**src/rtl/sync_fifo.sv**
```systemverilog
// Single-clock byte FIFO with registered read data, occupancy count,
// registered full/empty flags and sticky overflow/underflow error flags.
module sync_fifo #(
  parameter int DATA_WIDTH = 8,
  parameter int ADDR_WIDTH = 3
) (
  input  logic                  clk,
  input  logic                  rst,
  input  logic                  wr_en,
  input  logic [DATA_WIDTH-1:0] wr_data,
  input  logic                  rd_en,
  output logic [DATA_WIDTH-1:0] rd_data,
  output logic                  rd_valid,
  output logic                  full,
  output logic                  empty,
  output logic [ADDR_WIDTH:0]   fifo_words,
  output logic                  overflow,
  output logic                  underflow
);

  localparam int DEPTH = 1 << ADDR_WIDTH;
  localparam logic [ADDR_WIDTH:0] DEPTH_CNT = (ADDR_WIDTH+1)'(DEPTH);

  // Handshake: a write is taken on any rising edge with wr_en high while the
  // FIFO is not full, or while it is full but a read is taken on that same
  // edge. A read is taken on any rising edge with rd_en high while not empty.
  // A request that is not taken is dropped and latches its sticky error flag.
  // A taken read returns its word on rd_data, with rd_valid high, for exactly
  // the one cycle that follows the edge.

  logic [DATA_WIDTH-1:0] mem [DEPTH];

  logic [ADDR_WIDTH-1:0] wp_q, wp_d;
  logic [ADDR_WIDTH-1:0] rp_q, rp_d;
  logic [ADDR_WIDTH:0]   count_q, count_d;
  logic [DATA_WIDTH-1:0] rd_data_q, rd_data_d;
  logic                  rd_valid_q, rd_valid_d;
  logic                  full_q, full_d;
  logic                  empty_q, empty_d;
  logic                  overflow_q, overflow_d;
  logic                  underflow_q, underflow_d;

  logic rd_acc;
  logic wr_acc;

  always_comb begin
    rd_acc = rd_en && !empty_q;
    // A full FIFO can still take a write when a read frees a slot on the same edge.
    wr_acc = wr_en && (!full_q || rd_acc);
  end

  always_comb begin
    wp_d        = wp_q;
    rp_d        = rp_q;
    count_d     = count_q;
    rd_data_d   = rd_data_q;
    rd_valid_d  = 1'b0;
    overflow_d  = overflow_q;
    underflow_d = underflow_q;

    if (rd_acc) begin
      rd_data_d  = mem[rp_q];
      rd_valid_d = 1'b1;
      rp_d       = rp_q + 1'b1;
    end

    if (wr_acc) begin
      wp_d = wp_q + 1'b1;
    end

    if (wr_acc && !rd_acc) begin
      count_d = count_q + 1'b1;
    end else if (rd_acc && !wr_acc) begin
      count_d = count_q - 1'b1;
    end

    if (wr_en && !wr_acc) begin
      overflow_d = 1'b1;
    end
    if (rd_en && !rd_acc) begin
      underflow_d = 1'b1;
    end

    full_d  = (count_d == DEPTH_CNT);
    empty_d = (count_d == '0);
  end

  always_ff @(posedge clk or posedge rst) begin
    if (rst) begin
      wp_q        <= '0;
      rp_q        <= '0;
      count_q     <= '0;
      rd_data_q   <= '0;
      rd_valid_q  <= 1'b0;
      full_q      <= 1'b0;
      empty_q     <= 1'b1;
      overflow_q  <= 1'b0;
      underflow_q <= 1'b0;
    end else begin
      wp_q        <= wp_d;
      rp_q        <= rp_d;
      count_q     <= count_d;
      rd_data_q   <= rd_data_d;
      rd_valid_q  <= rd_valid_d;
      full_q      <= full_d;
      empty_q     <= empty_d;
      overflow_q  <= overflow_d;
      underflow_q <= underflow_d;
    end
  end

  // Storage is not reset. When full with a simultaneous read, wp == rp, and the
  // read above samples the old word before this write replaces it.
  always_ff @(posedge clk) begin
    if (wr_acc) begin
      mem[wp_q] <= wr_data;
    end
  end

  assign rd_data    = rd_data_q;
  assign rd_valid   = rd_valid_q;
  assign full       = full_q;
  assign empty      = empty_q;
  assign fifo_words = count_q;
  assign overflow   = overflow_q;
  assign underflow  = underflow_q;

endmodule

```
**config.mk**
```make
export PLATFORM = sky130hd
export DESIGN_NAME = sync_fifo
export DESIGN_NICKNAME = d
export VERILOG_FILES = /design/src/rtl/sync_fifo.sv
export SDC_FILE = /design/constraint.sdc
export NUM_CORES = 1
export LEC_CHECK = 0
export CAP_MARGIN = 40
export CORE_MARGIN = 5
export CORE_UTILIZATION = 57
export DETAILED_ROUTE_END_ITERATION = 12
export PLACE_DENSITY = 0.83
export SETUP_SLACK_MARGIN = 0.1
export SYNTH_ARGS = -nofsm -noshare
export SYNTH_HDL_FRONTEND = slang
export SYNTH_SLANG_ARGS = --single-unit
```
**constraint.sdc**
```tcl
create_clock -name clk -period 2.65 [get_ports clk]
set_input_delay 0.795 -clock clk [delete_from_list [all_inputs] [get_ports clk]]
set_output_delay 0.795 -clock clk [all_outputs]
set_load 0.01 [all_outputs]
```
==> flow_summary.yaml <==
run_status:
  outcome: "completed"
timing:
  clock.fmax_mhz: 440
  slew_headroom_pct: 53.5
  final_hold_viol_count: 0
  drv_slew: 0
  period_minus_slack_ns: 2.27
  setup_viol: 0
  skew_ns: 0.0101
  worst_pin_slew_ns: 0.697
  rsz0062_at_grt: "no"
  fin_tns_setup_ns: 0
  finalCritPeriodShare_pct: 85.7
setup_path:
  endpoint: "empty"
  cp-start-kind: "flip-flop"
  ff2ff_setup_slack_ns: 0.82
  path_delay_family: "flip-flops"
  cp_slowest_cell: "dfstp_2"
  cp_num_buf_inv: 1
  r2r-end: "rd_data[7]$_DFFE_PP0P_"
  rr_startpoint: "rp_q[1]$_DFFE_PP0P_"
  worstPathRequired_ns: 1.86
  startpoint: "empty$_DFF_PP1_"
  path_depth: 1
  crit_chain: "clkdlybuf4s50_1"
  slowest_delay_ns: 0.58
  crit_type: "reg -> out"
  rr_worst_depth: 3
  arrival_ns: 1.48
  crit_path_end_kind: "output pin"
  path_max_fanout: 6
cells_and_area:
  final_area_um2: 4090
  finalNetCount: 254
  drive_gt1_share_pct: 22.6
  synthToLayoutAreaGrowth_pct: 19.9
  antenna-diode-count: 0
min_path:
  hp-class: "reg -> reg"
job:
  max_cap_viol_count: 0
grt:
  grt_pass1_vias: 1825
  grtUsageMet1_pct: 23.2
  busiest_layer: "met2"
  grt_max_degree: 24
  grt_pass1_wl_mm: 9.84
  globalRouteMet2Util_pct: 29.5
  antenna_found_initial: 0
  use_met3_pct: 6.15
  grt.total_usage_pct: 18.4
  grt_overflow: 0
routing:
  drtAntennaViolNets: 0
  drt_iter0_drc: 98
  vias: 1806
  finalWirelength_mm: 6.12
  firstDrtPassIters: 4
  route.detailed.drc: 0
  wire_per_inst_um: 19.3
  viasPerCell: 5.68
clocking:
  cts_tree: "yes"
  cts_htree_levels: 3
  cts-buffers-inserted: 9
  ctsResizeCount: 0
  clock_latency_ns: 0.36
  ctsRootBufferMaster: "clkbuf_8"
  cts.path.max_buffers: 2
  clk_pin_slew_ns: 0.09
  post_cts_buffers: 0
  cts_sinks: 87
  hold_buffers: 0
synthesis:
  syn_nets: 206
  yosys-top-cells-area: "edfxtp_1, dfrtp_1, mux4_2"
  ys_seq_area_share_pct: 73.2
  synth-edff-count: 64
  ys_types: 35
  ys_top_cells_by_count: "edfxtp_1, dfrtp_1, mux4_2"
  yosysTopAreaCell: "edfxtp_1"
  synth_warnings: 0
  synth_seq_cells: 87
  syn-cell-area_um2: 3410
  synth_flop_cell: "edfxtp_1"
  avgSynthCellArea_um2: 18.0
  synth_top_area_share_pct: 56.3
  yosysMostFrequentCell: "edfxtp_1"
  async_flop_share_pct: 26.4
  synthCells: 190
power_and_ir_drop:
  power_per_cell_area_nw_per_um2: 1060
  peakVddDrop_mv: 0.555
  p_leak_nw: 1.47
floorplan:
  dieArea_um2: 7640
  ios: 29
  die_x_um: 87.4
  core_um2: 5890
  fp-row-count: 28
  start_util_pct: 58.0
  dieHeight_um: 87.4
placed_design:
  place_area_um2: 3880
  io_buffers: 28
  dpl.hpwl_mm: 4.24
  globalplace.congestion: 0.801
==> per-layer routing <==
layer	part of all wire (%)	wire, um
met4	1.6	96
met3	5.3	322
met2	52	3170
met5	0	0
met1	41	2530
==> cell type report <==
type | instances | area (um2)
Clock buffer | 9 | 124
Timing Repair Buffer | 44 | 400
Inverter | 5 | 18.8
Clock inverter | 7 | 91.3
Sequential cell | 87 | 2500
Fill cell | 384 | 1790
Tap cell | 75 | 93.8
Multi-Input combinational cell | 91 | 866
==> report_power, final <==
group	internal, W	leakage, nW	switching, W	total, W
logic	0.000742	0.515	0.000603	0.00134
clock network	0.000458	0.105	0.000499	0.000957
registers	0.00179	0.853	0.000254	0.00204
==> kinds of logic (layout without fill, tap and decap cells) <==
kind of cell | Yosys count | count (layout) | share of synthesized area (%)
XOR/XNOR | 7 | 7 | 1.80
multiplexers | 25 | 25 | 13.2
flip-flops | 87 | 87 | 73.2
adder cells (fa/ha/maj) | 4 | 4 | 1.47
AO/OA/AOI/OAI | 18 | 18 | 3.48
buffers and inverters | 12 | 65 | 1.47
AND/OR/NAND/NOR | 37 | 37 | 5.39
==> flip-flops by register name, summed over array words and instances (netlist names), 3 cells and up <==
signal      cells
mem            64
fifo_words      4
rp_q            3
rd_data         8
wp_q            3
==> cell usage in the layout, fill, tap and decap left out, drive strengths merged <==
cell type	Yosys	final
or3	1	1
buf	5	16
clkinv	0	2
o21ai	9	9
or2b	1	1
dfrtp	22	22
xnor2	6	6
mux2i	8	8
o22ai	2	2
clkinvlp	0	1
a41oi	1	1
xor2	1	1
a21boi	1	1
clkdlybuf4s50	0	28
inv	5	8
nand2b	4	4
ha	4	4
nand2	15	15
or3b	1	1
o211ai	1	1
nor3	4	4
nor3b	1	1
dfstp	1	1
nand3	1	1
edfxtp	64	64
a31o	1	1
clkbuf	2	9
mux4	16	16
mux2	1	1
a21oi	2	2
nor2	7	7
a21o	1	1
and4bb	1	1
bufinv	0	1
nor2b	1	1
==> worst min path at each step <==
stage	startpoint	end	slack, ns	cells after the start
4_1_cts	underflow$_DFFE_PP0P_	underflow$_DFFE_PP0P_	0.48	1
5_1_grt	underflow$_DFFE_PP0P_	underflow$_DFFE_PP0P_	0.50	1
3_5_place_dp	underflow$_DFFE_PP0P_	underflow$_DFFE_PP0P_	0.46	1
6_report	underflow$_DFFE_PP0P_	underflow$_DFFE_PP0P_	0.47	1
3_3_place_gp	underflow$_DFFE_PP0P_	underflow$_DFFE_PP0P_	0.44	1
2_1_floorplan	wp_q[0]$_DFFE_PP0P_	wp_q[0]$_DFFE_PP0P_	0.48	1
==> stage by stage <==
step                utilization [%]  instances  total power, W  hold WS, ns  worst slack (ns)
finish                         69.5        318         0.00434        0.474             0.379
floorplan                         -        190         0.00285        0.480             0.403
detailed placement             65.9        302         0.00342        0.463            0.0969
global route                   69.5        318         0.00459        0.503             0.324
CTS                            69.5        318         0.00439        0.481             0.352
global placement               65.9        302         0.00336        0.442             0.143
(Power assumes the default switching activity.)
==> patch: new RTL, same flow settings <==
`ADDR_WIDTH`: 3 -> 2.
--- a/src/rtl/sync_fifo.sv
+++ b/src/rtl/sync_fifo.sv
@@ -2,7 +2,7 @@
 // registered full/empty flags and sticky overflow/underflow error flags.
 module sync_fifo #(
   parameter int DATA_WIDTH = 8,
-  parameter int ADDR_WIDTH = 3
+  parameter int ADDR_WIDTH = 2
 ) (
   input  logic                  clk,
   input  logic                  rst,
Ports: changed (resized fifo_words); port bits go from 29 to 28. The function was not compared with the original's and may differ.
==> patch against the original RTL <==
- sequential power fell by 37%
- die area decreased by 35%
- first-iteration DRC count down 38%
- design area decreased by 39%
- sequential share of layout area shrank 2.8 points
- power decreased by 39%
- non-clock buffer count shrank 16
- routed wire length decreased by 42%
- synthesized area decreased by 39%
- sequential cell count is 35 lower
- setup slack improved by 69 ps
- critical path type unchanged
==> patch: results (changes against the original RTL) <==
Synth async-reset ratio=38.5% (+12 points); Synth area leaders=edfxtp_1 46%, dfrtp_1 23%, mux4_2 8.6%, nand2_1 4.7%, ha_1 3.6%; Layout Cells excl Fill=206 (-35%); cell internal pwr=1.86 mW (-38%); drt total wl=3550 um (-42%); placed cells=198 (-34%); Seq. pwr=1.28 mW (-37%); Pre-Repair DR Iteration Count=4 (unchanged); vias in the first global route=1182 (-35%); Placement Setup Slack=145 ps (+47.9 ps); Reg clk slew, reported paths=90 ps (about the same); Non-CTS buffers=28 (-36%); DP HPWL=2580 um (-39%); clock network area share=4.24% (-1.0 points); Mean Syn Cell Area=16.6 um^2 (-7.6%); ratio of cells with drive above 1 in the final layout=16.5% (-6.2 points); I/O Buffers=27 (-3.6%); P_leak=0.962 nW (-35%); Initial DRC Count=61 (-38%); fill count=241 (-37%); Post-synth top cells=32 x edfxtp_1, 26 x nand2_1, 19 x dfrtp_1, 8 x mux4_2, 6 x ha_1; nets@finish=175 (-31%); sw frac=30.1% (-1.1 points); number of CTS-inserted buffers=5 (-4); GP Congestion=0.779 (-2.8%); GRT Total Usage=15.9% (-2.4 points); largest net degree at the start of global routing=21 (-13%); max FFs per register=32 (-50%); Seq cells post-synth=52 (-40%); initial antenna violation count=0 (unchanged); non-clk buf share=11.1% (+1.3 points); multi-input gates=64 (-30%); register area share after synthesis=69.9% (-3.3 points); Slew headroom=48.4% (-5.2 points); delay-heaviest family, CP=flip-flops; post-CTS setup buffer count=0 (unchanged); Clock Latency Late Sink=300 ps (-60 ps); Post-Route Skew=3.63 ps (-6.46 ps); Worst Path Arrival=1410 ps (-70 ps); Peak supply drop=0.645 mV (+16%); Seq. cell area=1460 um^2 (-41%); via count=1083 (-40%); number of enable-type register cells in the synthesized netlist=32 (-50%); crit path max fanout=4 (-2); Root Buffer=clkbuf_8; status=finished clean; Unique masters post-synth=27 (-23%); Net Count, Synth=144 (-30%); Clk. pwr=0.518 mW (-46%); inverter count=6 (+1); area of the multi-input gates=582 um^2 (-33%); first-pass GRT wire length=5980 um (-39%); slowest CP cell=dfstp_2; cts repair resizes=0 (unchanged); Final Max Tran Viols=0 (unchanged); Clock H-tree levels=2 (-1)
[patch: cell types whose count changed in the layout (fill, tap and decap cells not counted), sizes merged, moves of 4 or more]
cell,unedited run,this run
clkbuf,9,5
o21ai,9,2
buf,16,1
mux2i,8,0
mux4,16,8
edfxtp,64,32
nor2,7,0
and2,0,5
nand2,15,26
[patch: cells by family (layout without fill, tap and decap cells)]
group           count (synthesis)  count (layout)  share of synthesized area, %
buf+inv                        10              42                          2.27
xor+xnor                        5               5                          2.45
fa+ha+maj                       6               6                          3.59
flops                          52              52                          69.9
simple gates                   36              36                          8.97
mux                             8               8                          8.61
compound gates                  9               9                          4.19
[patch: path summary, 6_finish.rpt]
path / depth (start not counted) / slack (ps) / end / startpoint
setup / recovery: 1 / 450 / empty / empty$_DFF_PP1_
hold / removal: 1 / 470 / overflow$_DFFE_PP0P_ / overflow$_DFFE_PP0P_
setup reg to reg: 5 / 990 / full$_DFF_PP0_ / empty$_DFF_PP1_
hold reg to reg: 1 / 470 / overflow$_DFFE_PP0P_ / overflow$_DFFE_PP0P_
max in group asynchronous: 2 / 1240 / wp_q[1]$_DFFE_PP0P_ / rst
min in group asynchronous: 2 / 930 / rd_data[1]$_DFFE_PP0P_ / rst
[patch: stage by stage]
| stage | utilization, % | area (um^2) |
|---|---|---|
| 6_report | 69.6 | 2510 |
| 3_5_place_dp | 66.7 | 2400 |
| 3_3_place_gp | 66.7 | 2400 |
| 2_1_floorplan | - | 2090 |
| 5_1_grt | 69.6 | 2510 |
| 4_1_cts | 69.6 | 2510 |
[patch: metal layers]
layer / global-route usage, % / share of wire, %
met5: 0 / 0
met4: 5.64 / 1.1
met3: 4.40 / 6.1
met2: 26.1 / 49
met1: 20.7 / 44
